===== src/rtl/lpc_pkg.sv =====
// Shared definitions for the LPC product-parity receive path: codeword field
// offsets, sizes, status encodings and the decoder state enum.
`timescale 1ns/1ps
package lpc_pkg;

    localparam int LPC_WORD_W   = 80;
    localparam int LPC_BYTES    = 8;
    localparam int LPC_BEATS    = 4;
    localparam int LPC_DATA_W   = 64;
    localparam int LPC_SAMPLE_W = 16;

    // Field offsets inside the 80-bit codeword.
    localparam int LPC_BYTE0_MSB = 79;  // byte i lives at [79-8i -: 8]
    localparam int LPC_PV_MSB    = 15;  // row (per-byte) parity, [15:8]
    localparam int LPC_PH_MSB    = 7;   // column (per-bit) parity, [7:0]

    typedef logic [1:0] lpc_err_t;
    localparam lpc_err_t ERR_NONE   = 2'b00;
    localparam lpc_err_t ERR_DATA   = 2'b01;
    localparam lpc_err_t ERR_PAR    = 2'b10;
    localparam lpc_err_t ERR_UNCORR = 2'b11;

    typedef enum logic [1:0] {
        ST_IDLE   = 2'd0,
        ST_DECODE = 2'd1,
        ST_EMIT   = 2'd2
    } lpc_state_e;

    // True when exactly one bit of a syndrome byte is set.
    function automatic logic one_hot8(input logic [7:0] x);
        return (x != 8'h00) && ((x & (x - 8'h01)) == 8'h00);
    endfunction

endpackage


===== src/rtl/lpc_decoder_if.sv =====
// Codeword input stream and sample output stream of the LPC decoder.
// Handshake: a transfer happens on a rising ACLK edge where valid and ready
// are both high; once valid is raised, the source holds valid and its payload
// unchanged until that transfer, and ready may be asserted independently.
`timescale 1ns/1ps
interface lpc_decoder_if;

    logic        IN_VALID;
    logic [79:0] IN_CODED;
    logic [3:0]  IN_LAST;
    logic        IN_TUSER;
    logic        READY;

    logic        OUT_VALID;
    logic [15:0] OUT_SAMPLE;
    logic        OUT_SAMPLE_LAST;
    logic        OUT_T_LAST;
    logic [1:0]  OUT_ERR;
    logic        T_READY;

    // Drives codewords in and consumes samples (link model + sample sink).
    modport master (
        output IN_VALID, IN_CODED, IN_LAST, IN_TUSER, T_READY,
        input  READY, OUT_VALID, OUT_SAMPLE, OUT_SAMPLE_LAST, OUT_T_LAST, OUT_ERR
    );

    // The decoder side.
    modport slave (
        input  IN_VALID, IN_CODED, IN_LAST, IN_TUSER, T_READY,
        output READY, OUT_VALID, OUT_SAMPLE, OUT_SAMPLE_LAST, OUT_T_LAST, OUT_ERR
    );

endinterface


===== src/rtl/lpc_syndrome.sv =====
// Combinational product-parity check: computes row and column syndromes,
// classifies the codeword and flips the single faulty data bit if there is one.
`timescale 1ns/1ps
module lpc_syndrome
    import lpc_pkg::*;
(
    input  logic [LPC_WORD_W-1:0] coded,
    output logic [LPC_DATA_W-1:0] payload,
    output lpc_err_t              status
);

    logic [7:0]            pv;
    logic [7:0]            ph;
    logic [7:0]            rs;
    logic [7:0]            cs;
    logic [LPC_DATA_W-1:0] flip;

    // Syndromes, classification and single-bit correction of the payload.
    always_comb begin
        pv   = coded[LPC_PV_MSB -: 8];
        ph   = coded[LPC_PH_MSB -: 8];
        rs   = '0;
        cs   = ph;
        flip = '0;
        for (int i = 0; i < LPC_BYTES; i++) begin
            rs[i] = (^coded[LPC_BYTE0_MSB - 8*i -: 8]) ^ pv[i];
            cs    = cs ^ coded[LPC_BYTE0_MSB - 8*i -: 8];
        end

        if ((rs == 8'h00) && (cs == 8'h00)) begin
            status = ERR_NONE;
        end else if (one_hot8(rs) && one_hot8(cs)) begin
            status = ERR_DATA;
        end else if ((one_hot8(rs) && (cs == 8'h00)) || ((rs == 8'h00) && one_hot8(cs))) begin
            status = ERR_PAR;
        end else begin
            status = ERR_UNCORR;
        end

        // Row r and column c cross at exactly one data bit when both are one-hot.
        if (status == ERR_DATA) begin
            for (int i = 0; i < LPC_BYTES; i++) begin
                for (int j = 0; j < 8; j++) begin
                    flip[LPC_DATA_W - 8 - 8*i + j] = rs[i] & cs[j];
                end
            end
        end

        payload = coded[LPC_WORD_W-1 -: LPC_DATA_W] ^ flip;
    end

endmodule


===== src/rtl/lpc_decoder.sv =====
// LPC product-parity receiver: accepts one codeword, decodes it in a single
// DECODE cycle and emits the payload as four 16-bit samples.
// Optional build macro LPC_DEC_ERR_CNT_EN adds saturating error counters;
// without it CORR_CNT/UNCORR_CNT are tied to zero.
`timescale 1ns/1ps
module lpc_decoder
    import lpc_pkg::*;
#(
    parameter int CNT_W = 16
) (
    input  logic             ACLK,
    input  logic             ARESET_N,
    lpc_decoder_if.slave     bus,
    output logic [CNT_W-1:0] CORR_CNT,
    output logic [CNT_W-1:0] UNCORR_CNT,
    output lpc_state_e       dbg_state
);

    lpc_state_e            state_q;
    lpc_state_e            state_d;
    logic                  ready;
    logic                  out_valid;
    logic                  accept;
    logic                  beat_hs;

    logic [LPC_WORD_W-1:0] cw_q;
    logic [3:0]            last_q;
    logic [LPC_DATA_W-1:0] data_q;
    lpc_err_t              err_q;
    logic [1:0]            beat_q;

    logic [LPC_DATA_W-1:0] syn_payload;
    lpc_err_t              syn_status;

    lpc_syndrome u_syndrome (
        .coded   (cw_q),
        .payload (syn_payload),
        .status  (syn_status)
    );

    // A flush wins over any handshake happening in the same cycle.
    assign accept  = bus.IN_VALID && (state_q == ST_IDLE) && !bus.IN_TUSER;
    assign beat_hs = (state_q == ST_EMIT) && bus.T_READY && !bus.IN_TUSER;

    // State register.
    always_ff @(posedge ACLK or negedge ARESET_N) begin
        if (!ARESET_N) state_q <= ST_IDLE;
        else           state_q <= state_d;
    end

    // Next-state and handshake outputs.
    always_comb begin
        state_d   = state_q;
        ready     = 1'b0;
        out_valid = 1'b0;
        case (state_q)
            ST_IDLE: begin
                ready = 1'b1;
                if (bus.IN_VALID) state_d = ST_DECODE;
            end
            ST_DECODE: state_d = ST_EMIT;
            ST_EMIT: begin
                out_valid = 1'b1;
                if (bus.T_READY && (beat_q == 2'd3)) state_d = ST_IDLE;
            end
            default: state_d = ST_IDLE;
        endcase
        if (bus.IN_TUSER) state_d = ST_IDLE;
    end

    // Codeword capture, decoded payload/status and beat index.
    always_ff @(posedge ACLK or negedge ARESET_N) begin
        if (!ARESET_N) begin
            cw_q   <= '0;
            last_q <= '0;
            data_q <= '0;
            err_q  <= ERR_NONE;
            beat_q <= '0;
        end else if (bus.IN_TUSER) begin
            cw_q   <= '0;
            last_q <= '0;
            data_q <= '0;
            err_q  <= ERR_NONE;
            beat_q <= '0;
        end else begin
            if (accept) begin
                cw_q   <= bus.IN_CODED;
                last_q <= bus.IN_LAST;
            end
            if (state_q == ST_DECODE) begin
                data_q <= syn_payload;
                err_q  <= syn_status;
                beat_q <= '0;
            end
            // Wraps back to 0 after the beat-3 transfer.
            if (beat_hs) beat_q <= beat_q + 2'd1;
        end
    end

    // Sample k is bytes 2k and 2k+1, most significant byte first.
    always_comb begin
        case (beat_q)
            2'd0:    bus.OUT_SAMPLE = data_q[63:48];
            2'd1:    bus.OUT_SAMPLE = data_q[47:32];
            2'd2:    bus.OUT_SAMPLE = data_q[31:16];
            default: bus.OUT_SAMPLE = data_q[15:0];
        endcase
    end

    assign bus.READY           = ready;
    assign bus.OUT_VALID       = out_valid;
    assign bus.OUT_SAMPLE_LAST = last_q[beat_q];
    assign bus.OUT_T_LAST      = (beat_q == 2'd3);
    assign bus.OUT_ERR         = err_q;
    assign dbg_state           = state_q;

`ifdef LPC_DEC_ERR_CNT_EN
    logic [CNT_W-1:0] corr_q;
    logic [CNT_W-1:0] uncorr_q;

    // Saturating per-codeword error counters, updated in the DECODE cycle.
    always_ff @(posedge ACLK or negedge ARESET_N) begin
        if (!ARESET_N) begin
            corr_q   <= '0;
            uncorr_q <= '0;
        end else if ((state_q == ST_DECODE) && !bus.IN_TUSER) begin
            if ((syn_status == ERR_DATA) || (syn_status == ERR_PAR)) begin
                if (corr_q != '1) corr_q <= corr_q + 1'b1;
            end else if (syn_status == ERR_UNCORR) begin
                if (uncorr_q != '1) uncorr_q <= uncorr_q + 1'b1;
            end
        end
    end

    assign CORR_CNT   = corr_q;
    assign UNCORR_CNT = uncorr_q;
`else
    assign CORR_CNT   = '0;
    assign UNCORR_CNT = '0;
`endif

endmodule


===== src/flat_wrapper.sv =====
// flat-port wrapper written by rule: the top's interface ports become plain ports
module lpc_decoder_flat import lpc_pkg::*;
#(
    parameter int CNT_W = 16
)
  (ACLK, ARESET_N, CORR_CNT, UNCORR_CNT, dbg_state, bus_IN_VALID, bus_IN_CODED, bus_IN_LAST, bus_IN_TUSER, bus_T_READY, bus_READY, bus_OUT_VALID, bus_OUT_SAMPLE, bus_OUT_SAMPLE_LAST, bus_OUT_T_LAST, bus_OUT_ERR);
  lpc_decoder_if bus_i ();
  input  logic ACLK;
  input  logic ARESET_N;
  output logic [CNT_W-1:0] CORR_CNT;
  output logic [CNT_W-1:0] UNCORR_CNT;
  output lpc_state_e dbg_state;
  input wire logic [$bits(bus_i.IN_VALID)-1:0] bus_IN_VALID;
  input wire logic [$bits(bus_i.IN_CODED)-1:0] bus_IN_CODED;
  input wire logic [$bits(bus_i.IN_LAST)-1:0] bus_IN_LAST;
  input wire logic [$bits(bus_i.IN_TUSER)-1:0] bus_IN_TUSER;
  input wire logic [$bits(bus_i.T_READY)-1:0] bus_T_READY;
  output wire logic [$bits(bus_i.READY)-1:0] bus_READY;
  output wire logic [$bits(bus_i.OUT_VALID)-1:0] bus_OUT_VALID;
  output wire logic [$bits(bus_i.OUT_SAMPLE)-1:0] bus_OUT_SAMPLE;
  output wire logic [$bits(bus_i.OUT_SAMPLE_LAST)-1:0] bus_OUT_SAMPLE_LAST;
  output wire logic [$bits(bus_i.OUT_T_LAST)-1:0] bus_OUT_T_LAST;
  output wire logic [$bits(bus_i.OUT_ERR)-1:0] bus_OUT_ERR;
  assign bus_i.IN_VALID = bus_IN_VALID;
  assign bus_i.IN_CODED = bus_IN_CODED;
  assign bus_i.IN_LAST = bus_IN_LAST;
  assign bus_i.IN_TUSER = bus_IN_TUSER;
  assign bus_i.T_READY = bus_T_READY;
  assign bus_READY = bus_i.READY;
  assign bus_OUT_VALID = bus_i.OUT_VALID;
  assign bus_OUT_SAMPLE = bus_i.OUT_SAMPLE;
  assign bus_OUT_SAMPLE_LAST = bus_i.OUT_SAMPLE_LAST;
  assign bus_OUT_T_LAST = bus_i.OUT_T_LAST;
  assign bus_OUT_ERR = bus_i.OUT_ERR;
  lpc_decoder #(.CNT_W(CNT_W)) u_core (.ACLK(ACLK), .ARESET_N(ARESET_N), .bus(bus_i), .CORR_CNT(CORR_CNT), .UNCORR_CNT(UNCORR_CNT), .dbg_state(dbg_state));
endmodule

===== config.mk =====
export PLATFORM = sky130hd
export DESIGN_NAME = lpc_decoder_flat
export DESIGN_NICKNAME = d
export VERILOG_FILES = /design/src/rtl/lpc_pkg.sv /design/src/rtl/lpc_decoder_if.sv /design/src/rtl/lpc_syndrome.sv /design/src/rtl/lpc_decoder.sv /design/src/flat_wrapper.sv
export SDC_FILE = /design/constraint.sdc
export NUM_CORES = 1
export LEC_CHECK = 0
export ABC_AREA = 1
export CAP_MARGIN = 20
export CORE_MARGIN = 8
export CORE_UTILIZATION = 35
export DETAILED_ROUTE_END_ITERATION = 6
export GPL_TIMING_DRIVEN = 0
export PLACE_DENSITY = 0.62
export SLEW_MARGIN = 5
export SYNTH_ARGS = -nofsm -noshare
export SYNTH_HDL_FRONTEND = slang
export SYNTH_SLANG_ARGS = --single-unit

===== constraint.sdc =====
create_clock -name ACLK -period 2.5 [get_ports ACLK]
set_clock_uncertainty 0.2 [all_clocks]
set_input_delay 0.25 -clock ACLK [delete_from_list [all_inputs] [get_ports ACLK]]
set_output_delay 0.25 -clock ACLK [all_outputs]
set_load 0.03 [all_outputs]

==> metrics.md <==
| Metric | Value |
|---|---|
| Most used DFF post-synth | `dfrtp_1` |
| Clk pin slew, worst setup/hold paths | `0.07 ns` |
| Detailed-route via count | `11889` |
| Area grow syn2layout | `42.6%` |
| Largest net degree at the start of global routing | `93` |
| Worst Tran Pin Value | `0.829 ns` |
| R2r startpoint | `u_core.cw_q[39]` |
| Ys async rst share | `100%` |
| TritonRoute pass-1 iters | `6` |
| Antenna Cells | `0` |
| Seq/Total Area, Yosys | `36.9%` |
| Hold Fails Final Rpt | `0` |
| Cells after Synth | `1626` |
| Vias in the first global route | `11052` |
| Tmin final | `2.94 ns` |
| RSZ-0062 raised after global routing | `yes` |
| GRT Total Usage | `24.0%` |
| Core footprint | `29500 µm²` |
| Total grt overflow | `0` |
| First-pass GRT wire length | `65600 µm` |
| Slowest-stage cell, CP | `dfrtp_1` |
| DP HPWL | `32200 µm` |
| Reg2reg end | `u_core.data_q[48]` |
| Final wirelength | `44800 µm` |
| Synth cell types | `30` |
| Reg area | `3900 µm²` |
| Fmax | `340 MHz` |
| CP cell instances | `xor2_2, or2_1, nand2_1, nand2_1, nand2_1, nand2_1, nand2_4, nand3_1, nand2_1, nor3_4, buf_6, buf_12, clkbuf_16, nand4_1, nand3_2, nand2_1` |
| Arr. time, crit path | `3.06 ns` |
| Clk buf depth | `2` |
| Internal Pwr Total | `5350 µW` |
| DR iter-0 viols | `1138` |
| Cell Rows | `63` |
| WP buf/inv | `3` |
| Crit path max-delay family | `simple AND/OR/NAND/NOR gates` |
| Sw Pwr | `3770 µW` |
| Violated checks | `negative setup slack` |
| Share of power burned in registers | `30.8%` |
| # IOs | `145` |
| Post-route cell area | `14900 µm²` |
| GP Congestion | `0.966` |
| Peak VDD IR | `0.482 mV` |
| ANT nets after route | `0` |
| Die width | `189 µm` |
| Max Cap Viol | `0` |
| DP Worst Slack | `-1.15 ns` |
| Worst setup EP type | `flop` |
| Clk_lat worst skew | `0.44 ns` |
| Die area | `35600 µm²` |
| WHS | `0.145 ns` |
| LEAKAGE | `0.00749 µW` |
| Tcrit/Tclk final | `118%` |
| Required time worst endpoint | `2.62 ns` |
| Initial antenna violation count | `0` |
| Max-slew violation count | `0` |
| CP Class | `reg -> reg` |
| Syn_area_per_cell | `6.42 µm²` |
| FILL cells | `2897` |
| Startpoint types | `flop` |
| Power share of the combinational group | `40.6%` |
| Reg2reg setup slack | `-0.44 ns` |
| Root buf cell | `clkbuf_16` |
| Ys Warns | `0` |
| Post-route setup slack | `-0.444 ns` |
| Post-route setup TNS | `-26.18 ns` |
| HP Class | `in -> async` |
| Number of synthesized register bits | `154` |
| Multi-input gate area | `6530 µm²` |
| Remaining DRCs | `0` |
| Via density | `5.24` |
| Clk pwr share | `28.7%` |
| Slowest cell delay on critical path | `0.53 ns` |
| Routed wire per std cell | `19.7 µm` |
| Placed inst area | `12200 µm²` |
| Result of the run | `finished, violations left` |
| CP max FO | `7` |
| Share of layout cells above drive strength 1 | `28.0%` |
| Clock Sinks | `154` |
| Switching share of power | `41.3%` |
| Port Buf Inserts | `112` |
| H-tree levels | `4` |
| Starting Density | `35.4%` |
| Cts bufs inserted | `17` |
| R2R depth | `16` |
| Crit-path most repeated cell | `nand2_1` |
| Setup violators final | `66` |
| Die span in y | `189 µm` |
| Mapped Area | `10400 µm²` |
| Pwr dens | `613 nW/µm²` |
| Post-synth EDFFs | `0` |
| Fin nets | `1958` |
| CTS tree | `built` |
| Max-slew headroom | `44.7%` |
==> layer usage <==
metal / GRT usage [%] / routed length (µm) / vias to the layer above
met2: 37.1 / 20100 / 489
li1: - / - / 5629
met5: 0 / 0 / -
met1: 31.6 / 18500 / 5652
met3: 4.58 / 3620 / 119
met4: 12.4 / 2530 / 0
==> Yosys cell counts, types with 3 or more instances <==
cell        n  share of area [%]
nand2_1   681                 24
or2_1       3               0.18
inv_2      43                1.5
clkbuf_1   36                1.3
o21ai_0   100                4.8
nor2_1     96                3.5
xnor2_1    10               0.84
a22o_1     16                1.3
a21oi_1    17               0.81
inv_1     106                3.8
buf_4      40                2.9
xor2_1     15                1.3
buf_2      19               0.91
nand4_1    80                4.8
dfrtp_1   154                 37
nand2_2     8               0.48
nand3_1   177                8.5
ha_1        4               0.48
buf_1       8               0.29
==> through the flow <==
stage | util [%] | power [µW] | std cells
after floorplan | - | 4470 | 1657
after global placement | 41.3 | 5430 | 2159
after detailed placement | 41.4 | 5480 | 2161
after CTS | 46.9 | 8620 | 2239
after global routing | 50.5 | 9520 | 2268
final | 50.5 | 9120 | 2268
==> cells in the final DEF (no fill, tap or decap), types with 5 or more instances in the layout <==
cell type and instances:
a21oi_1 9, a21oi_2 8, a22o_1 6, a22o_4 10, buf_1 5, buf_2 7, buf_4 101, buf_6 11
buf_8 22, clkbuf_1 17, clkbuf_16 29, clkbuf_2 12, clkbuf_4 6, clkdlybuf4s50_1 95, clkinvlp_4 5, conb_1 32
dfrtp_1 115, dfrtp_2 39, inv_1 83, inv_2 60, inv_4 8, inv_6 5, nand2_1 598, nand2_2 73
nand2_4 18, nand3_1 109, nand3_2 68, nand4_1 80, nor2_1 77, nor2_2 8, nor2_4 12, o21ai_0 85
o21ai_1 15, xnor2_1 8, xor2_1 9, xor2_2 5
==> worst register-to-register path: stages (launching register included) <==
cell and delay, ns:
dfrtp_1 0.53, xor2_2 0.31, or2_1 0.18, nand2_1 0.05, nand2_1 0.08, nand2_1 0.07, nand2_1 0.11, nand2_4 0.08
nand3_1 0.14, nand2_1 0.11, nor3_4 0.23, buf_6 0.15, buf_12 0.17, clkbuf_16 0.16, nand4_1 0.09, nand3_2 0.10
nand2_1 0.07
==> worst max-delay path by stage <==
stage | from | to | slack [ns] | cells past startpoint
5_1_grt | u_core.cw_q[32] | u_core.data_q[56] | -0.62 | 19
6_report | u_core.cw_q[39] | u_core.data_q[48] | -0.44 | 16
2_1_floorplan | u_core.cw_q[32] | u_core.data_q[5] | 0.01 | 20
4_1_cts | u_core.cw_q[38] | u_core.data_q[48] | -0.33 | 21
3_5_place_dp | u_core.cw_q[69] | u_core.data_q[5] | -1.15 | 20
3_3_place_gp | ARESET_N | u_core.cw_q[50] | -5.62 | 1
==> power by group through the flow <==
| stage | Combinational [µW] | Sequential, µW | Clock [µW] |
|---|---|---|---|
| 4_1_cts | 3210 | 2790 | 2630 |
| 5_1_grt | 3970 | 2820 | 2730 |
| 6_report | 3700 | 2810 | 2620 |
| 2_1_floorplan | 1700 | 2770 | 0 |
| 3_3_place_gp | 2620 | 2820 | 0 |
| 3_5_place_dp | 2660 | 2820 | 0 |
==> cell families (layout without fill, tap and decap cells) <==
family	after synthesis	count (layout)	share of synthesized area [%]
xor gates and xnor gates	25	25	2.10
and+or+nand+nor	1051	1051	42.4
AOI/OAI and AO/OA	135	135	7.08
buffers and inverters	256	477	11.0
other	1	32	0.0359
adders and majority gates	4	4	0.479
DFF	154	154	36.9
==> cell type report <==
type | count | share of cell area (%)
clock buffers | 18 | 2.88
repair buffers | 194 | 13.3
flip-flops and latches | 154 | 26.2
well taps | 390 | 3.28
clock inverters | 14 | 0.925
plain buffers | 100 | 5.60
inverters | 151 | 3.94
multi-input cells | 1247 | 43.8
==> registers in the layout, summed over array words and instances, names as in the netlist <==
name	flops
u_core.bus.OUT_ERR	2
u_core.beat_q	2
u_core.cw_q	80
u_core.data_q	64
u_core.dbg_state	2
u_core.last_q	4
==> timing repair <==
action | 4_1_cts | 5_1_grt
hold buffers | 1 | 0
gates cloned | 2 | 12
gates resized for setup | 303 | 224
pin swaps | 45 | 96
hold endpoints to repair | 62 | 0
setup buffers | 47 | 19
endpoints found under the setup margin | 136 | 139
No activity file was read; power rests on OpenSTA's default activity.
